--- config.mk ---
export PLATFORM = sky130hd
export DESIGN_NAME = trafficlight_monitor
export DESIGN_NICKNAME = d
export VERILOG_FILES = /design/src/rtl/trafficlight_monitor.sv
export SDC_FILE = /design/constraint.sdc
export NUM_CORES = 1
export LEC_CHECK = 0
export CORE_ASPECT_RATIO = 0.6
export CORE_MARGIN = 10
export CORE_UTILIZATION = 40
export CTS_CLUSTER_DIAMETER = 100
export DETAILED_ROUTE_END_ITERATION = 12
export PLACE_DENSITY = 0.69
export SYNTH_ARGS = -nofsm -noshare
export SYNTH_HDL_FRONTEND = slang
export SYNTH_SLANG_ARGS = --single-unit
--- constraint.sdc ---
create_clock -name clock -period 2.9 [get_ports clock]
set_input_delay 0.58 -clock clock [delete_from_list [all_inputs] [get_ports clock]]
set_output_delay 0.58 -clock clock [all_outputs]
set_load 0.03 [all_outputs]
--- src/rtl/trafficlight_monitor.sv ---
// Traffic light lamp monitor: registers the three lamp inputs, tracks the
// current phase and its duration, and flags illegal lamp combinations,
// illegal phase transitions and phase-duration violations.
module trafficlight_monitor #(
    parameter int unsigned GREEN_MAX  = 96,
    parameter int unsigned YELLOW_LEN = 4,
    parameter int unsigned RED_MAX    = 20
) (
    input  logic       clock,
    input  logic       reset,
    input  logic       M,
    input  logic       K,
    input  logic       H,
    output logic [1:0] phase,
    output logic [7:0] dur,
    output logic       err_combo,
    output logic       err_trans,
    output logic       err_time,
    output logic [7:0] err_count,
    output logic       fault
);

    typedef enum logic [1:0] {
        IDLE   = 2'd0,
        GREEN  = 2'd1,
        YELLOW = 2'd2,
        RED    = 2'd3
    } state_t;

    state_t      state_q, state_d;
    state_t      samp_state;
    logic        s_M, s_K, s_H;
    logic        s_vld;
    logic [1:0]  lit_cnt;
    logic        legal;
    logic [7:0]  dur_q, dur_d;
    logic        partial_q, partial_d;
    logic [31:0] cur_lim;
    logic        combo_d, trans_d, time_d;
    logic        any_err;

    // Input sample registers; s_vld marks that the sample was taken outside
    // reset, so the all-zero value left by reset is never judged as a
    // "no lamp lit" combination error.
    always_ff @(posedge clock) begin
        if (reset) begin
            s_M   <= 1'b0;
            s_K   <= 1'b0;
            s_H   <= 1'b0;
            s_vld <= 1'b0;
        end else begin
            s_M   <= M;
            s_K   <= K;
            s_H   <= H;
            s_vld <= 1'b1;
        end
    end

    // Decode the registered sample and select the overlong limit of the current phase.
    always_comb begin
        lit_cnt = 2'(s_M) + 2'(s_K) + 2'(s_H);
        legal   = (lit_cnt == 2'd1);
        if (s_H)      samp_state = GREEN;
        else if (s_K) samp_state = YELLOW;
        else          samp_state = RED;
        case (state_q)
            GREEN:   cur_lim = GREEN_MAX;
            YELLOW:  cur_lim = YELLOW_LEN;
            RED:     cur_lim = RED_MAX;
            default: cur_lim = '1;
        endcase
    end

    // State register: phase state, duration, partial-phase flag, error pulses and counters.
    always_ff @(posedge clock) begin
        if (reset) begin
            state_q   <= IDLE;
            dur_q     <= '0;
            partial_q <= 1'b0;
            err_combo <= 1'b0;
            err_trans <= 1'b0;
            err_time  <= 1'b0;
            err_count <= '0;
            fault     <= 1'b0;
        end else begin
            state_q   <= state_d;
            dur_q     <= dur_d;
            partial_q <= partial_d;
            err_combo <= combo_d;
            err_trans <= trans_d;
            err_time  <= time_d;
            if (any_err && (err_count != 8'hFF))
                err_count <= err_count + 8'd1;
            fault     <= fault | any_err;
        end
    end

    // Next-state logic: phase tracking plus combination, transition and timing checks.
    always_comb begin
        state_d   = state_q;
        dur_d     = dur_q;
        partial_d = partial_q;
        combo_d   = 1'b0;
        trans_d   = 1'b0;
        time_d    = 1'b0;
        if (s_vld) begin
            if (!legal) begin
                state_d   = IDLE;
                dur_d     = '0;
                partial_d = 1'b0;
                combo_d   = 1'b1;
            end else if (state_q == IDLE) begin
                state_d   = samp_state;
                dur_d     = 8'd1;
                partial_d = 1'b1;
            end else if (samp_state == state_q) begin
                if (dur_q != 8'hFF)
                    dur_d = dur_q + 8'd1;
                // Fires only on the step where dur becomes limit+1, hence once per phase.
                time_d = (32'(dur_q) == cur_lim) && (dur_q != 8'hFF);
            end else begin
                state_d   = samp_state;
                dur_d     = 8'd1;
                partial_d = 1'b0;
                trans_d   = ((state_q == GREEN) && (samp_state == RED)) ||
                            ((state_q == RED) && (samp_state == GREEN));
                time_d    = (state_q == YELLOW) && !partial_q &&
                            (32'(dur_q) < YELLOW_LEN);
            end
        end
        any_err = combo_d | trans_d | time_d;
    end

    // Output decode of the phase state and duration.
    always_comb begin
        phase = 2'(state_q);
        dur   = dur_q;
    end

endmodule

## Word level (Yosys, flattened, before mapping)

Cells that the tools add are included.

| operators by class | value |
|---|---|
| $add $sub $neg | 4 |
| $lt $le $gt $ge | 1 |
| equality and inequality tests | 12 |
| multiplexer cells | 24 |
| bitwise gates (word level) | 3 |
| reduce and logical (&&, ||, !) cells | 11 |

Operators with widths:

| cell | number |
|---|---|
| 32-bit one-hot mux with 3 select lines | 1 |
| 8-bit by 32-bit == test with 1-bit output | 1 |
| 8-bit two-way mux | 4 |
| 8-bit by 1-bit adder with 8-bit output, second input constant | 2 |
| 8-bit inequality test, second input constant | 2 |
| 1-bit two-way mux | 15 |
| 8-bit by 3-bit less-than comparator with 1-bit output, second input constant | 1 |
| 2-bit two-way mux | 4 |
| 2-bit by 1-bit == test with 1-bit output, second input constant | 3 |
| 2-bit == test, second input constant | 3 |
| 1-bit logical AND | 6 |
| 4-bit by 3-bit inequality test with 1-bit output, second input constant | 1 |
| 2-bit AND reduction | 2 |
| 3-bit inequality test, second input constant | 1 |
| 1-bit OR | 3 |
| 1-bit by 1-bit adder with 2-bit output | 1 |
| 2-bit by 1-bit adder with 2-bit output | 1 |
| 2-bit == test | 1 |
| 2-bit zero test | 1 |
| 1-bit zero test | 1 |
| 1-bit logical OR | 1 |

| word-level totals | value |
|---|---|
| bits in registers | 27 |
| output and inout port bits | 22 |
| word-level logic and storage cells | 67 |

## Depth between registers and ports, before layout

| depth | value |
|---|---|
| depth in word-level cells | 12 |
| gate-level depth with buffers | 9 |
| depth with buffers taken out | 8 |

## Worst setup path before layout

Ideal clock, no wire load.

| timing path | value |
|---|---|
| path kind | register to register |
| start | reg s_H |
| end | reg err_count[0] |
| arrival | 2.244 ns |
| data required time | 2.830 ns |
| slack | 0.585 ns |
| stages on the path, launching flop included | 10 |
| period minus slack after synthesis | 2.315 ns |
| path through | dfxtp_1 -> inv_1 -> fa_1 -> and2b_2 -> nand2_1 -> nor4_1 -> a22oi_1 -> buf_4 -> or3_1 -> a21oi_1 |

| between the ends | value |
|---|---|
| longest elaborated chain between the ends | 11 |

Ends and longest elaborated chain:

| item | RTL line | RTL |
|---|---|---|
| start, declared | 32 | `logic s_M, s_K, s_H;` |
| start signal, assigned | 49 | `s_H <= 1'b0;` |
| start signal, assigned | 54 | `s_H <= H;` |
| 2-bit two-way mux | 63 | `if (s_H) samp_state = GREEN;` |
| 2-bit == test / 2-bit by 1-bit == test with 1-bit output (equally long branches) | 125, 126 |  |
| 1-bit logical AND, on equally long branches | 125, 126 |  |
| 1-bit logical OR | 125 | `trans_d = ((state_q == GREEN) && (samp_state == RED)) \|\|` |
| 1-bit two-way mux | 116 | `end else if (samp_state == state_q) begin` |
| 1-bit two-way mux | 112 | `end else if (state_q == IDLE) begin` |
| 1-bit two-way mux | 107 | `if (!legal) begin` |
| 1-bit two-way mux | 106 | `if (s_vld) begin` |
| 1-bit OR | 131 | `any_err = combo_d \| trans_d \| time_d;` |
| 1-bit OR (*) | 131 |  |
| 1-bit logical AND (*) | 92 | `if (any_err && (err_count != 8'hFF))` |
| end signal, assigned | 93 | `err_count <= err_count + 8'd1;` |
| end, declared | 19 | `output logic [7:0] err_count,` |

Every way passes the cells marked *; elsewhere a longest branch is shown, timed or not.
A chain may end at the register's enable or synchronous reset.

## Final worst setup path

| timing path | value |
|---|---|
| start | reg s_H |
| end | reg err_count[7] |

The elaborated chain is that of the path after synthesis.

==> flow_summary.toml <==
[clock_tree]
postCtsHoldBufs = 0
clk_pin_slew_ns = 0.10
cts_tree = "yes"
worstSkewPairLatency_ns = 0.28
h-tree-depth = 1
cts-root-buf = "clkbuf_8"
clk_path_buf_depth = 2
numCtsBuffers = 3
cts.sinks = 27

[sta]
hold_violations = 0
tns_ns = 0
rsz0062_at_grt = "false"
fin_hold_ws_ns = 0.489
finalSetupViolations = 0
max_freq_ghz = 0.386
slew_headroom_pct = 64.8
worstMarginPinSlew_ns = 0.526
finClkSkew_ns = 0.00568
period_minus_slack_ns = 2.59
post-route-period-util_pct = 89.4
slew_violations = 0

[pwr]
comb_power_share_pct = 17.8
p_clk_share_pct = 29.1
netSwitchingPower_uw = 216
p_leak_uw = 0.000620
p_int_uw = 535
ir_drop_mv = 0.188
power.total_uw = 752
power_density_nw_per_um2 = 424
seqPwrFrac_pct = 53.1
swShare_pct = 28.8

[route]
via_per_inst = 5.46
drtAntennaViolNets = 0
drt-total-wl_mm = 3.62
drc = 0
wl_per_cell_um = 15.4
drtPass1Iterations = 4
dr_total_vias = 1283
dr.first_iter.drc_count = 84

[floorplan]
start_util_pct = 42.4
row_count = 16
die_h_um = 66.0
io_pins = 27
coreArea_um2 = 3320
fp.dieArea_um2 = 6370
fp.dieW_um = 96.6

[synthesis]
syn_nets = 176
ys_seq_area_share_pct = 38.4
synth-async-reset-ratio_pct = 0
synthesis.area_um2 = 1410
synth_top_flop_cell = "dfxtp_1"
synth_warnings = 0
ys_ff_latch = 27
synthCells = 163
ys_types = 44
synth_edf_count = 0
syn_area_per_cell_um2 = 8.64

[place]
place.gp.congestion = 0.812
post-dp-hpwl_mm = 2.78
port_buffers = 26

[finish]
final_nets = 204
n_antenna_cell = 0
area_delta_synth_final_pct = 25.8
drive_above_1_share_pct = 5.79

[worst_hold_path]
min_from = "fault"
hold_class = "reg2reg"

[worst_setup_path]
path_class = "reg2reg"
path_cells = "inv_1, fa_1, and2b_2, nand2_1, nor4_2, a22oi_1, buf_4, nor4_1, a211oi_1"
cp.required_ns = 3.05
start_kind = "register"
critPathBufInv = 2
slowest_stage = "fa_1"
endpoint_kind = "register"
reg2reg_from = "s_H"
startpoint = "s_H"
cp_top_family = "simple AND/OR/NAND/NOR gates"
crit_arrival_ns = 2.75
crit_fanout = 9
critPathMaxStageDelay_ns = 0.44

[flow_run]
maxCapViolCount = 0

[global_route]
grt_start_max_net_pins = 17
grt_pass1_vias = 1264
grt-ovfl-total = 0
grt_pass1_wl_mm = 6.15
grt.total_usage_pct = 11.4
grt_antenna_before_repair = 0

[run_status]
status = "finished, final reports clean"
-- layer usage --
layer | up-vias | track usage [%] | routed length, µm
li1 | 632 | - | -
met1 | 606 | 14.0 | 1680
met2 | 39 | 18.2 | 1610
met3 | 6 | 4.18 | 269
met4 | 0 | 3.66 | 63
met5 | - | 0 | 0
-- per-stage QoR --
step | setup slack, ns | cells | instance area, µm² | utilization [%]
after floorplan | 0.585 | 163 | 1410 | -
after global placement | 0.461 | 231 | 1720 | 51.7
after detailed placement | 0.303 | 231 | 1720 | 51.7
after CTS | 0.264 | 235 | 1770 | 53.1
after global routing | 0.123 | 235 | 1770 | 53.3
final | 0.308 | 235 | 1770 | 53.3
-- timing repair --
item / 4_1_cts / 5_1_grt
endpoints found under the setup margin: 0 / 1
gates resized for setup: 0 / 1
endpoints found under the hold margin: 0 / 0
setup buffers: 0 / 0
-- layout by cell type (no fill, tap or decap), types with 2 or more instances in the layout --
master,Yosys,layout
xnor2_1,6,6
or3_1,4,4
a211oi_1,2,2
inv_1,12,12
o21ai_0,4,4
clkdlybuf4s50_1,0,26
nor2_1,16,16
nor2b_1,4,4
nor3_1,6,6
a22oi_1,2,2
xor2_1,2,2
nand2b_1,2,2
nand3_1,7,7
buf_4,1,2
nor4_1,4,3
nand2_1,14,14
and3_1,4,4
dfxtp_1,27,27
a21oi_1,11,11
clkbuf_8,0,3
ha_1,7,7
nand3b_1,2,2
-- power groups by stage --
stage	Clock (µW)	Sequential (µW)	Combinational, µW
after global placement	0	406	128
final	219	399	134
after detailed placement	0	407	131
after floorplan	0	419	76.3
after CTS	225	399	132
after global routing	241	402	146
-- cell usage after synthesis (all sizes together), types with 3 or more instances --
cell | number | share of area [%]
dfxtp | 27 | 38
nand3 | 7 | 2.5
nor2b | 4 | 1.8
o21ai | 5 | 1.8
nor3 | 6 | 2.1
inv | 12 | 3.2
or3 | 4 | 1.8
and3 | 4 | 1.8
clkbuf | 3 | 0.80
xnor2 | 6 | 3.7
nor2 | 16 | 4.3
nor4 | 4 | 1.8
a21oi | 11 | 3.9
ha | 7 | 6.2
nand2 | 14 | 3.7
-- final cells by class --
type / count / area, µm²
inverters: 12 / 45.0
flip-flops and latches: 27 / 541
multi-input cells: 119 / 806
well taps: 45 / 56.3
repair buffers: 28 / 275
clock inverters: 1 / 7.51
clock buffers: 3 / 41.3
fillers: 313 / 1550
-- final timing paths --
kind | endpoint | slack (ns) | cells after the start
worst max register to register | err_count[7] | 0.31 | 9
worst min register to register | fault | 0.49 | 1
worst min-delay path | fault | 0.49 | 1
worst max-delay path | err_count[7] | 0.31 | 9
-- worst reg2reg max path, stage by stage (launching register included) --
cell	delay [ns]
dfxtp_1	0.41
inv_1	0.10
fa_1	0.44
and2b_2	0.27
nand2_1	0.14
nor4_2	0.29
a22oi_1	0.16
buf_4	0.21
nor4_1	0.34
a211oi_1	0.13
-- cell families (layout without fill, tap and decap cells) --
family	Yosys count	count (layout)	share of synthesized area, %
muxes	1	1	0.711
xor gates and xnor gates	8	8	4.97
buffers and inverters	17	44	4.88
adders and majority gates	8	8	7.64
and+or+nand+nor	68	68	24.8
AOI/OAI and AO/OA	34	34	18.7
DFF	27	27	38.4
Power figures use the tool's default switching activity.
